### src/rtl/mc_ctrl_pkg.sv
// Shared constants for the multicycle control unit: state codes, datapath select
// encodings, ALU/opcode/condition codes and the ARM condition evaluator.
package mc_ctrl_pkg;

  localparam int unsigned STATE_W = 4;
  typedef logic [STATE_W-1:0] state_t;

  localparam state_t S_FETCH    = 4'd0;
  localparam state_t S_DECODE   = 4'd1;
  localparam state_t S_MEMADR   = 4'd2;
  localparam state_t S_MEMRD    = 4'd3;
  localparam state_t S_MEMWB    = 4'd4;
  localparam state_t S_MEMWR    = 4'd5;
  localparam state_t S_EXECUTER = 4'd6;
  localparam state_t S_EXECUTEI = 4'd7;
  localparam state_t S_ALUWB    = 4'd8;
  localparam state_t S_BRANCH   = 4'd9;
  localparam state_t S_TRAP     = 4'd10;

  localparam logic [1:0] ALU_ADD = 2'b00;
  localparam logic [1:0] ALU_SUB = 2'b01;
  localparam logic [1:0] ALU_AND = 2'b10;
  localparam logic [1:0] ALU_ORR = 2'b11;

  localparam logic [1:0] SRCA_REG    = 2'b00;
  localparam logic [1:0] SRCA_PC     = 2'b01;
  localparam logic [1:0] SRCA_ALUOUT = 2'b10;

  localparam logic [1:0] SRCB_REG  = 2'b00;
  localparam logic [1:0] SRCB_IMM  = 2'b01;
  localparam logic [1:0] SRCB_FOUR = 2'b10;

  localparam logic [1:0] RES_ALUOUT    = 2'b00;
  localparam logic [1:0] RES_DATA      = 2'b01;
  localparam logic [1:0] RES_ALURESULT = 2'b10;

  localparam logic [1:0] OP_DP  = 2'b00;
  localparam logic [1:0] OP_MEM = 2'b01;
  localparam logic [1:0] OP_BR  = 2'b10;
  localparam logic [1:0] OP_SYS = 2'b11;

  localparam logic [3:0] CMD_ADD = 4'b0100;
  localparam logic [3:0] CMD_SUB = 4'b0010;
  localparam logic [3:0] CMD_AND = 4'b0000;
  localparam logic [3:0] CMD_ORR = 4'b1100;

  localparam logic [3:0] COND_EQ = 4'h0;
  localparam logic [3:0] COND_NE = 4'h1;
  localparam logic [3:0] COND_CS = 4'h2;
  localparam logic [3:0] COND_CC = 4'h3;
  localparam logic [3:0] COND_MI = 4'h4;
  localparam logic [3:0] COND_PL = 4'h5;
  localparam logic [3:0] COND_VS = 4'h6;
  localparam logic [3:0] COND_VC = 4'h7;
  localparam logic [3:0] COND_HI = 4'h8;
  localparam logic [3:0] COND_LS = 4'h9;
  localparam logic [3:0] COND_GE = 4'hA;
  localparam logic [3:0] COND_LT = 4'hB;
  localparam logic [3:0] COND_GT = 4'hC;
  localparam logic [3:0] COND_LE = 4'hD;
  localparam logic [3:0] COND_AL = 4'hE;

  function automatic logic cmd_supported(input logic [3:0] cmd);
    return (cmd == CMD_ADD) || (cmd == CMD_SUB) || (cmd == CMD_AND) || (cmd == CMD_ORR);
  endfunction

  // Code 1111 falls to the default and evaluates false.
  function automatic logic cond_eval(input logic [3:0] cond, input logic [3:0] nzcv);
    logic n, z, c, v;
    {n, z, c, v} = nzcv;
    case (cond)
      COND_EQ: cond_eval = z;
      COND_NE: cond_eval = ~z;
      COND_CS: cond_eval = c;
      COND_CC: cond_eval = ~c;
      COND_MI: cond_eval = n;
      COND_PL: cond_eval = ~n;
      COND_VS: cond_eval = v;
      COND_VC: cond_eval = ~v;
      COND_HI: cond_eval = c & ~z;
      COND_LS: cond_eval = ~c | z;
      COND_GE: cond_eval = (n == v);
      COND_LT: cond_eval = (n != v);
      COND_GT: cond_eval = ~z & (n == v);
      COND_LE: cond_eval = z | (n != v);
      COND_AL: cond_eval = 1'b1;
      default: cond_eval = 1'b0;
    endcase
  endfunction

endpackage

### src/rtl/mc_condlogic.sv
// Flags register, registered condition result and gating of the write/redirect
// enables for the multicycle control unit.
module mc_condlogic
  import mc_ctrl_pkg::*;
(
  input  logic       clk,
  input  logic       reset,
  input  logic [3:0] cond,
  input  logic [3:0] alu_flags,
  input  logic [1:0] flag_w,
  input  logic       capture,
  input  logic       pcs,
  input  logic       reg_w,
  input  logic       mem_w,
  input  logic       next_pc,
  output logic       pc_write_c,
  output logic       reg_write_c,
  output logic       mem_write_c
);

  logic [1:0] nz_q, nz_d;
  logic [1:0] cv_q, cv_d;
  logic       cond_ex_q, cond_ex_d;

  // CondEx samples the pre-execute flags, so an instruction's own S-update never gates itself.
  always_comb begin
    nz_d      = nz_q;
    cv_d      = cv_q;
    cond_ex_d = cond_ex_q;
    if (capture) cond_ex_d = cond_eval(cond, {nz_q, cv_q});
    if (flag_w[1] && cond_ex_q) nz_d = alu_flags[3:2];
    if (flag_w[0] && cond_ex_q) cv_d = alu_flags[1:0];
  end

  always_ff @(posedge clk or negedge reset) begin
    if (!reset) begin
      nz_q      <= 2'b00;
      cv_q      <= 2'b00;
      cond_ex_q <= 1'b0;
    end else begin
      nz_q      <= nz_d;
      cv_q      <= cv_d;
      cond_ex_q <= cond_ex_d;
    end
  end

  assign reg_write_c = reg_w & cond_ex_q;
  assign mem_write_c = mem_w & cond_ex_q;
  assign pc_write_c  = next_pc | (pcs & cond_ex_q);

endmodule

### src/rtl/mc_control_unit.sv
// Multicycle ARM-subset control unit: state sequencer, instruction decoder and condition gating.
// Optional trap on Op=11 / unsupported data-processing command: define MC_CTRL_TRAP_EN.
module mc_control_unit
  import mc_ctrl_pkg::*;
(
  input  logic        clk,
  input  logic        reset,
  input  logic [19:0] Instr,
  input  logic [3:0]  ALUFlags,
  output logic        PCWrite,
  output logic        MemWrite,
  output logic        RegWrite,
  output logic        IRWrite,
  output logic        AdrSrc,
  output logic [1:0]  RegSrc,
  output logic [1:0]  ALUSrcA,
  output logic [1:0]  ALUSrcB,
  output logic [1:0]  ResultSrc,
  output logic [1:0]  ImmSrc,
  output logic [1:0]  ALUControl,
  output logic        Illegal
);

  logic [3:0] cond;
  logic [1:0] op;
  logic [5:0] funct;
  logic [3:0] rd;
  logic [3:0] cmd;
  logic       unused_rn;

  assign cond      = Instr[19:16];
  assign op        = Instr[15:14];
  assign funct     = Instr[13:8];
  assign rd        = Instr[3:0];
  assign cmd       = funct[4:1];
  assign unused_rn = ^Instr[7:4];

  state_t     state_q, state_d;
  logic       next_pc, branch, reg_w, mem_w, alu_op_en;
  logic       pcs, trap_req;
  logic [1:0] flag_w;

`ifdef MC_CTRL_TRAP_EN
  assign trap_req = (op == OP_SYS) || ((op == OP_DP) && !cmd_supported(cmd));
  assign Illegal  = (state_q == S_TRAP);
`else
  assign trap_req = 1'b0;
  assign Illegal  = 1'b0;
`endif

  always_ff @(posedge clk or negedge reset) begin
    if (!reset) state_q <= S_FETCH;
    else        state_q <= state_d;
  end

  // Next state and per-state datapath controls.
  always_comb begin
    state_d   = state_q;
    next_pc   = 1'b0;
    branch    = 1'b0;
    reg_w     = 1'b0;
    mem_w     = 1'b0;
    alu_op_en = 1'b0;
    IRWrite   = 1'b0;
    AdrSrc    = 1'b0;
    ALUSrcA   = SRCA_REG;
    ALUSrcB   = SRCB_REG;
    ResultSrc = RES_ALUOUT;
    case (state_q)
      S_FETCH: begin
        state_d   = S_DECODE;
        IRWrite   = 1'b1;
        next_pc   = 1'b1;
        ALUSrcA   = SRCA_PC;
        ALUSrcB   = SRCB_FOUR;
        ResultSrc = RES_ALURESULT;
      end
      S_DECODE: begin
        ALUSrcA   = SRCA_PC;
        ALUSrcB   = SRCB_FOUR;
        ResultSrc = RES_ALURESULT;
        if (trap_req) begin
          state_d = S_TRAP;
        end else begin
          case (op)
            OP_DP:   state_d = funct[5] ? S_EXECUTEI : S_EXECUTER;
            OP_MEM:  state_d = S_MEMADR;
            OP_BR:   state_d = S_BRANCH;
            default: state_d = S_FETCH;
          endcase
        end
      end
      S_MEMADR: begin
        ALUSrcB = SRCB_IMM;
        state_d = funct[0] ? S_MEMRD : S_MEMWR;
      end
      S_MEMRD: begin
        AdrSrc  = 1'b1;
        state_d = S_MEMWB;
      end
      S_MEMWB: begin
        ResultSrc = RES_DATA;
        reg_w     = 1'b1;
        state_d   = S_FETCH;
      end
      S_MEMWR: begin
        AdrSrc  = 1'b1;
        mem_w   = 1'b1;
        state_d = S_FETCH;
      end
      S_EXECUTER: begin
        alu_op_en = 1'b1;
        state_d   = S_ALUWB;
      end
      S_EXECUTEI: begin
        ALUSrcB   = SRCB_IMM;
        alu_op_en = 1'b1;
        state_d   = S_ALUWB;
      end
      S_ALUWB: begin
        reg_w   = 1'b1;
        state_d = S_FETCH;
      end
      S_BRANCH: begin
        ALUSrcA   = SRCA_ALUOUT;
        ALUSrcB   = SRCB_IMM;
        ResultSrc = RES_ALURESULT;
        branch    = 1'b1;
        state_d   = S_FETCH;
      end
      S_TRAP:  state_d = S_TRAP;
      default: state_d = S_FETCH;
    endcase
  end

  // ALU operation and flag-write mask, active only in the execute states.
  always_comb begin
    ALUControl = ALU_ADD;
    flag_w     = 2'b00;
    if (alu_op_en) begin
      case (cmd)
        CMD_ADD: ALUControl = ALU_ADD;
        CMD_SUB: ALUControl = ALU_SUB;
        CMD_AND: ALUControl = ALU_AND;
        CMD_ORR: ALUControl = ALU_ORR;
        default: ALUControl = ALU_ADD;
      endcase
      flag_w[1] = funct[0];
      flag_w[0] = funct[0] & ((cmd == CMD_ADD) || (cmd == CMD_SUB));
    end
  end

  assign ImmSrc = op;
  assign RegSrc = {op == OP_MEM, op == OP_BR};
  assign pcs    = branch | (reg_w & (rd == 4'd15));

  mc_condlogic u_cond (
    .clk        (clk),
    .reset      (reset),
    .cond       (cond),
    .alu_flags  (ALUFlags),
    .flag_w     (flag_w),
    .capture    (state_q == S_DECODE),
    .pcs        (pcs),
    .reg_w      (reg_w),
    .mem_w      (mem_w),
    .next_pc    (next_pc),
    .pc_write_c (PCWrite),
    .reg_write_c(RegWrite),
    .mem_write_c(MemWrite)
  );

endmodule

### config.mk
export PLATFORM = sky130hd
export DESIGN_NAME = mc_control_unit
export DESIGN_NICKNAME = d
export VERILOG_FILES = /design/src/rtl/mc_ctrl_pkg.sv /design/src/rtl/mc_condlogic.sv /design/src/rtl/mc_control_unit.sv
export SDC_FILE = /design/constraint.sdc
export NUM_CORES = 1
export LEC_CHECK = 0
export BUFFER_PORTS_ARGS = -buffer_cell sky130_fd_sc_hd__buf_2
export CAP_MARGIN = 10
export CORE_ASPECT_RATIO = 1.1
export CORE_UTILIZATION = 40
export DETAILED_ROUTE_END_ITERATION = 7
export PLACE_DENSITY = 0.71
export SLEW_MARGIN = 25
export SYNTH_ARGS = -nofsm -noshare
export SYNTH_HDL_FRONTEND = slang
export SYNTH_SLANG_ARGS = --single-unit
export TNS_END_PERCENT = 30
### constraint.sdc
create_clock -name clk -period 2.2 [get_ports clk]
set_input_delay 0.11 -clock clk [delete_from_list [all_inputs] [get_ports clk]]
set_output_delay 0.11 -clock clk [all_outputs]
set_load 0.1 [all_outputs]
-- Word-level counts from Yosys, hierarchy flattened
Cells that the tools add are included.
- bits of input ports: 26
- logic and storage cells: 81
- output and inout port bits: 18
- register bits: 9
- reductions and logical operators: 13
- equal/unequal tests: 32
- mux-type cells: 17
- bitwise operators: 15
- operators by type and width (kind ; number):
    $eq 4x4->1 const B ; 12
    $eq 4x3->1 const B ; 9
    $pmux 4 s6 ; 1
    $eq 4x2->1 const B ; 5
    $pmux 1 s15 ; 1
    $logic_not 4->1 ; 3
    $pmux 2 s2 ; 3
    $pmux 4 s3 ; 1
    $eq 4x1->1 const B ; 2
    $reduce_or 2->1 ; 4
    $and 1x1->1 ; 7
    $mux 1 ; 7
    $pmux 2 s3 ; 1
    $reduce_or 3->1 ; 2
    $mux 2 ; 2
    $not 1->1 ; 4
    $or 1x1->1 ; 4
    $mux 3 ; 1
    $eq 2x1->1 const B ; 1
    $eq 2x2->1 const B ; 1
    $logic_and 1x1->1 ; 2
    $logic_not 2->1 ; 1
    $eq 1x1->1 ; 1
    $logic_or 1x1->1 ; 1
    $ne 1x1->1 ; 1

-- Logic depth before layout (Yosys ltp)
- depth after elaboration: 7
- gate-level depth with buffers: 5
- depth with buffers taken out: 4

-- Cells and area by module
A second synthesis with hierarchy kept.
- cell total of the unflattened synthesis: 97
- area total of the unflattened synthesis: 850.8 µm²
- modules (own cells, without submodules) (module ; area an instance (µm²) ; sequential area each (µm²) ; cells each ; instances):
    mc_control_unit ; 476.7 ; 100.1 ; 60 ; 1
    mc_condlogic ; 374.1 ; 125.1 ; 37 ; 1

-- Least setup slack after synthesis
OpenSTA, ideal clock, no wires.
- path kind: register -> output
- start point: reg state_q[3]
- end point: out RegWrite
- buffers on the path: 1
- required time: 2090 ps
- stages on the path, launching flop included: 4
- slack: -3483 ps
- arrival time: 5573 ps
- cell sequence: dfrtp_1 > clkbuf_1 > or2b_1 > a2111oi_0
- cells in the longest elaborated chain, start to end: 4
- elaborated cells between the ends (all ways): 5
- those cells by class: 2 x eq/ne; 1 x mux; 1 x bitwise; 1 x reduce/logical
- RTL lines (what ; RTL line ; source):
    start, declared ; mc_control_unit.sv:38 ; state_t state_q, state_d;
    start signal, assigned ; mc_control_unit.sv:53 ; else state_q <= state_d;
    $eq 4x4->1 / $eq 4x3->1 (equally long branches) ; mc_control_unit.sv:69 ; case (state_q)
    $reduce_or 2->1 (no source line) * ; n/a ;
    $mux 1 * ; mc_control_unit.sv:69 ;
    $and 1x1->1 * ; mc_condlogic.sv:47 ; assign reg_write_c = reg_w & cond_ex_q;
    end, declared ; mc_control_unit.sv:12 ; output logic RegWrite,
Mark *: on every way between the ends. The rest lies on a longest branch, timed or not.

-- Worst setup path in the final report
- start point: reg state_q[3]
- end point: out PCWrite
- cells in the longest elaborated chain, start to end: 7
- elaborated cells between the ends (all ways): 12
- those cells by class: 3 x eq/ne; 3 x mux; 4 x bitwise; 2 x reduce/logical
- RTL lines (what ; RTL line ; source):
    $eq 4x4->1 / $eq 4x3->1 (equally long branches) ; mc_control_unit.sv:69 ;
    $reduce_or 2->1 (no source line) ; n/a ;
    $mux 1 ; mc_control_unit.sv:69 ;
    $and 1x1->1 ; mc_control_unit.sv:155 ; assign pcs = branch | (reg_w & (rd == 4'd15));
    $or 1x1->1 ; mc_control_unit.sv:155 ;
    $and 1x1->1 ; mc_condlogic.sv:49 ; assign pc_write_c = next_pc | (pcs & cond_ex_q);
    $or 1x1->1 * ; mc_condlogic.sv:49 ;
    end, declared ; mc_control_unit.sv:10 ; output logic PCWrite,
Marks and branches as above.

==> flow_metrics.env <==
export IMPL_pre_cts_slack_ps=358
export IMPL_drtPass1Iterations=4
export IMPL_synth_simple_area_share=0.336
export IMPL_io_buffers=38
export IMPL_r2r_cells=4
export IMPL_worst_slack_ps=158
export IMPL_netlist_instances=110
export IMPL_fin_util=0.547
export IMPL_synth_nets=136
export IMPL_clock_skew_ps=1.48
export IMPL_grt_overflow_total=0
export IMPL_synth_avg_cell_area_um2=8.22
export IMPL_endpoint="PCWrite"
export IMPL_core_area_um2=2060
export IMPL_dieArea_um2=2460
export IMPL_drv_cap=0
export IMPL_grt_pass1_wl_mm=3.39
export IMPL_tightestPinTransition_ps=527
export IMPL_synthToLayoutAreaGrowth_pct=24.8
export IMPL_drt_iter0_markers=32
export IMPL_fin_cells=169
export IMPL_drtAntennaViolNets=0
export IMPL_cts_tree="yes"
export IMPL_setup_viol=0
export IMPL_routed_wl_mm=1.98
export IMPL_synth_adder_area_share=0
export IMPL_fillers=184
export IMPL_clock_fmax_mhz=490
export IMPL_synth_xor_area_share=0.0678
export IMPL_synthesis_area_um2=905
export IMPL_ys_warn_count=0
export IMPL_fp_row_count=17
export IMPL_yosysSeqAreaShare=0.249
export IMPL_critPathTopFamily="flip-flops"
export IMPL_yosysUniqueCellTypes=46
export IMPL_layout_commonest_cell="buf_2"
export IMPL_hold_path_class="primary input to register"
export IMPL_cts_sink_count=9
export IMPL_vias=907
export IMPL_die_w_um=47.3
export IMPL_crit_chain="or2_2, a21o_1, a21oi_1, buf_2"
export IMPL_crit_slowest_cell="dfrtp_1"
export IMPL_synth_top_family_by_area="simple AND/OR/NAND/NOR gates"
export IMPL_grt_max_degree=13
export IMPL_required_ps=2090
export IMPL_fin_crit_sh=0.928
export IMPL_synthMuxAreaShare=0.0802
export IMPL_path_buf_inv=1
export IMPL_layout_drive_gt1_share=0.404
export IMPL_hold_viol=0
export IMPL_vias_per_cell=5.37
export IMPL_synth_ff_type="dfrtp_1"
export IMPL_final_cell_mix="buf_2, dfrtp_1, inv_1"
export IMPL_hpwl_mm=1.57
export IMPL_critical_path_max_stage_delay_ps=520
export IMPL_regToRegSetupSlack_ps=350
export IMPL_path_depth=4
export IMPL_status="finished clean"
export IMPL_fp_dieH_um=51.9
export IMPL_routedWlPerCell_um=11.7
export IMPL_drc_errors=0
export IMPL_start_util=0.438
export IMPL_gp_congestion=0.827
export IMPL_synth_edf_count=0
export IMPL_grt_total_usage=0.190
export IMPL_cp_max_fo=12
export IMPL_worstPathArrival_ps=1930
export IMPL_ys_ff_latch=9
export IMPL_clock_latency_ps=260
export IMPL_async_flop_share=1.00
export IMPL_reg2reg_from="state_q[2]"
export IMPL_antennaDiodeCount=0
export IMPL_min_period_ps=2040
export IMPL_clock_path_buffers=2
export IMPL_dp_cells=164
export IMPL_synth_compound_area_frac=0.158
export IMPL_h_tree_depth=1
export IMPL_nets=168
export IMPL_start_kind="register"
export IMPL_antenna_found_initial=0
export IMPL_clkTransAtPathRegs_ps=60
export IMPL_final_max_slew_viol_count=0
export IMPL_rsz0062_at_grt="no"
export IMPL_reg2reg_to="u_cond.cv_q[0]"
export IMPL_cts_root_buf="clkbuf_4"
export IMPL_slew_headroom=0.644
export IMPL_crit_path_start="state_q[3]"
export IMPL_grt_pass1_vias=816
export IMPL_io_pins=44
export IMPL_criticalPathCategory="register to primary output"
export IMPL_post_cts_resize_count=0
export IMPL_cts_buffers=3
export IMPL_end_kind="primary output"
## cell families (layout without fill, tap and decap cells)
kind of cell | Yosys count | count (layout)
simple gates | 46 | 46
compound gates | 22 | 22
mux | 6 | 6
flops | 9 | 9
other cells | 1 | 1
buf+inv | 19 | 50
xor+xnor | 7 | 7
## synth_stat cells, types with 2 or more instances
| cell | count | area share |
|---|---|---|
| nor2b_1 | 3 | 0.021 |
| nand3b_1 | 4 | 0.033 |
| or3b_2 | 2 | 0.019 |
| dfrtp_1 | 9 | 0.25 |
| xnor2_1 | 5 | 0.048 |
| o21ai_0 | 6 | 0.033 |
| mux2_4 | 2 | 0.033 |
| nand3_1 | 4 | 0.022 |
| or3_1 | 2 | 0.014 |
| mux2_2 | 2 | 0.025 |
| nor3_1 | 5 | 0.028 |
| inv_1 | 6 | 0.025 |
| o211ai_1 | 2 | 0.017 |
| nor2_1 | 5 | 0.021 |
| nand2_1 | 5 | 0.021 |
| mux2i_1 | 2 | 0.022 |
| a21oi_1 | 5 | 0.028 |
| nand2b_1 | 3 | 0.021 |
| clkbuf_1 | 6 | 0.025 |
| xor2_1 | 2 | 0.019 |
| buf_4 | 4 | 0.033 |
| and3_1 | 2 | 0.014 |
## routing by layer
layer,track usage,share of wire,vias up,routed length [um]
li1,-,-,450,-
met1,0.231,0.41,431,816
met2,0.329,0.54,22,1070
met3,0.0104,0.029,4,57
met4,0.0905,0.017,0,33
met5,0,0,-,0
## worst min-delay path by stage
stage                startpoint             end  slack, ps  depth (start not counted)
detailed placement        reset  u_cond.cv_q[1]        -30                          1
global route        ALUFlags[2]  u_cond.nz_q[0]         80                          2
CTS                 ALUFlags[1]  u_cond.cv_q[1]         80                          2
finish              ALUFlags[1]  u_cond.cv_q[1]         80                          2
floorplan                 reset      state_q[0]       -190                          0
global placement          reset  u_cond.cv_q[0]        -30                          1
## repair_timing
action                                 in CTS  in global routing
endpoints found under the hold margin       9                  0
buffers inserted                            0                  0
hold buffers                                1                  0
## metrics by stage
| stage | setup TNS, ps | area (um^2) | hold slack [ps] |
|---|---|---|---|
| 2_1_floorplan | -4670 | 931 | -186 |
| 3_3_place_gp | 0 | 1090 | -34.4 |
| 4_1_cts | 0 | 1130 | 81.5 |
| 5_1_grt | 0 | 1130 | 83.6 |
| 6_report | 0 | 1130 | 82.2 |
| 3_5_place_dp | 0 | 1090 | -34.2 |
## registers in the layout, indices dropped and copies added, names as in the netlist
signal	count
u_cond.nz_q	2
u_cond.cv_q	2
state_q	4
u_cond.cond_ex_q	1
## layout make-up
class,count,area [um^2],share of cell area
clock buffer,3,22.5,0.0200
clock inverter,1,5.00,0.00443
inverter,6,22.5,0.0200
multi-input combinational,82,611,0.541
sequential,9,225,0.200
tap,28,35.0,0.0310
timing repair buffer,40,208,0.184
Power is left out: the tool's default activity adds up to more than one toggle a clock period on the data nets, which glitch-free logic cannot reach.
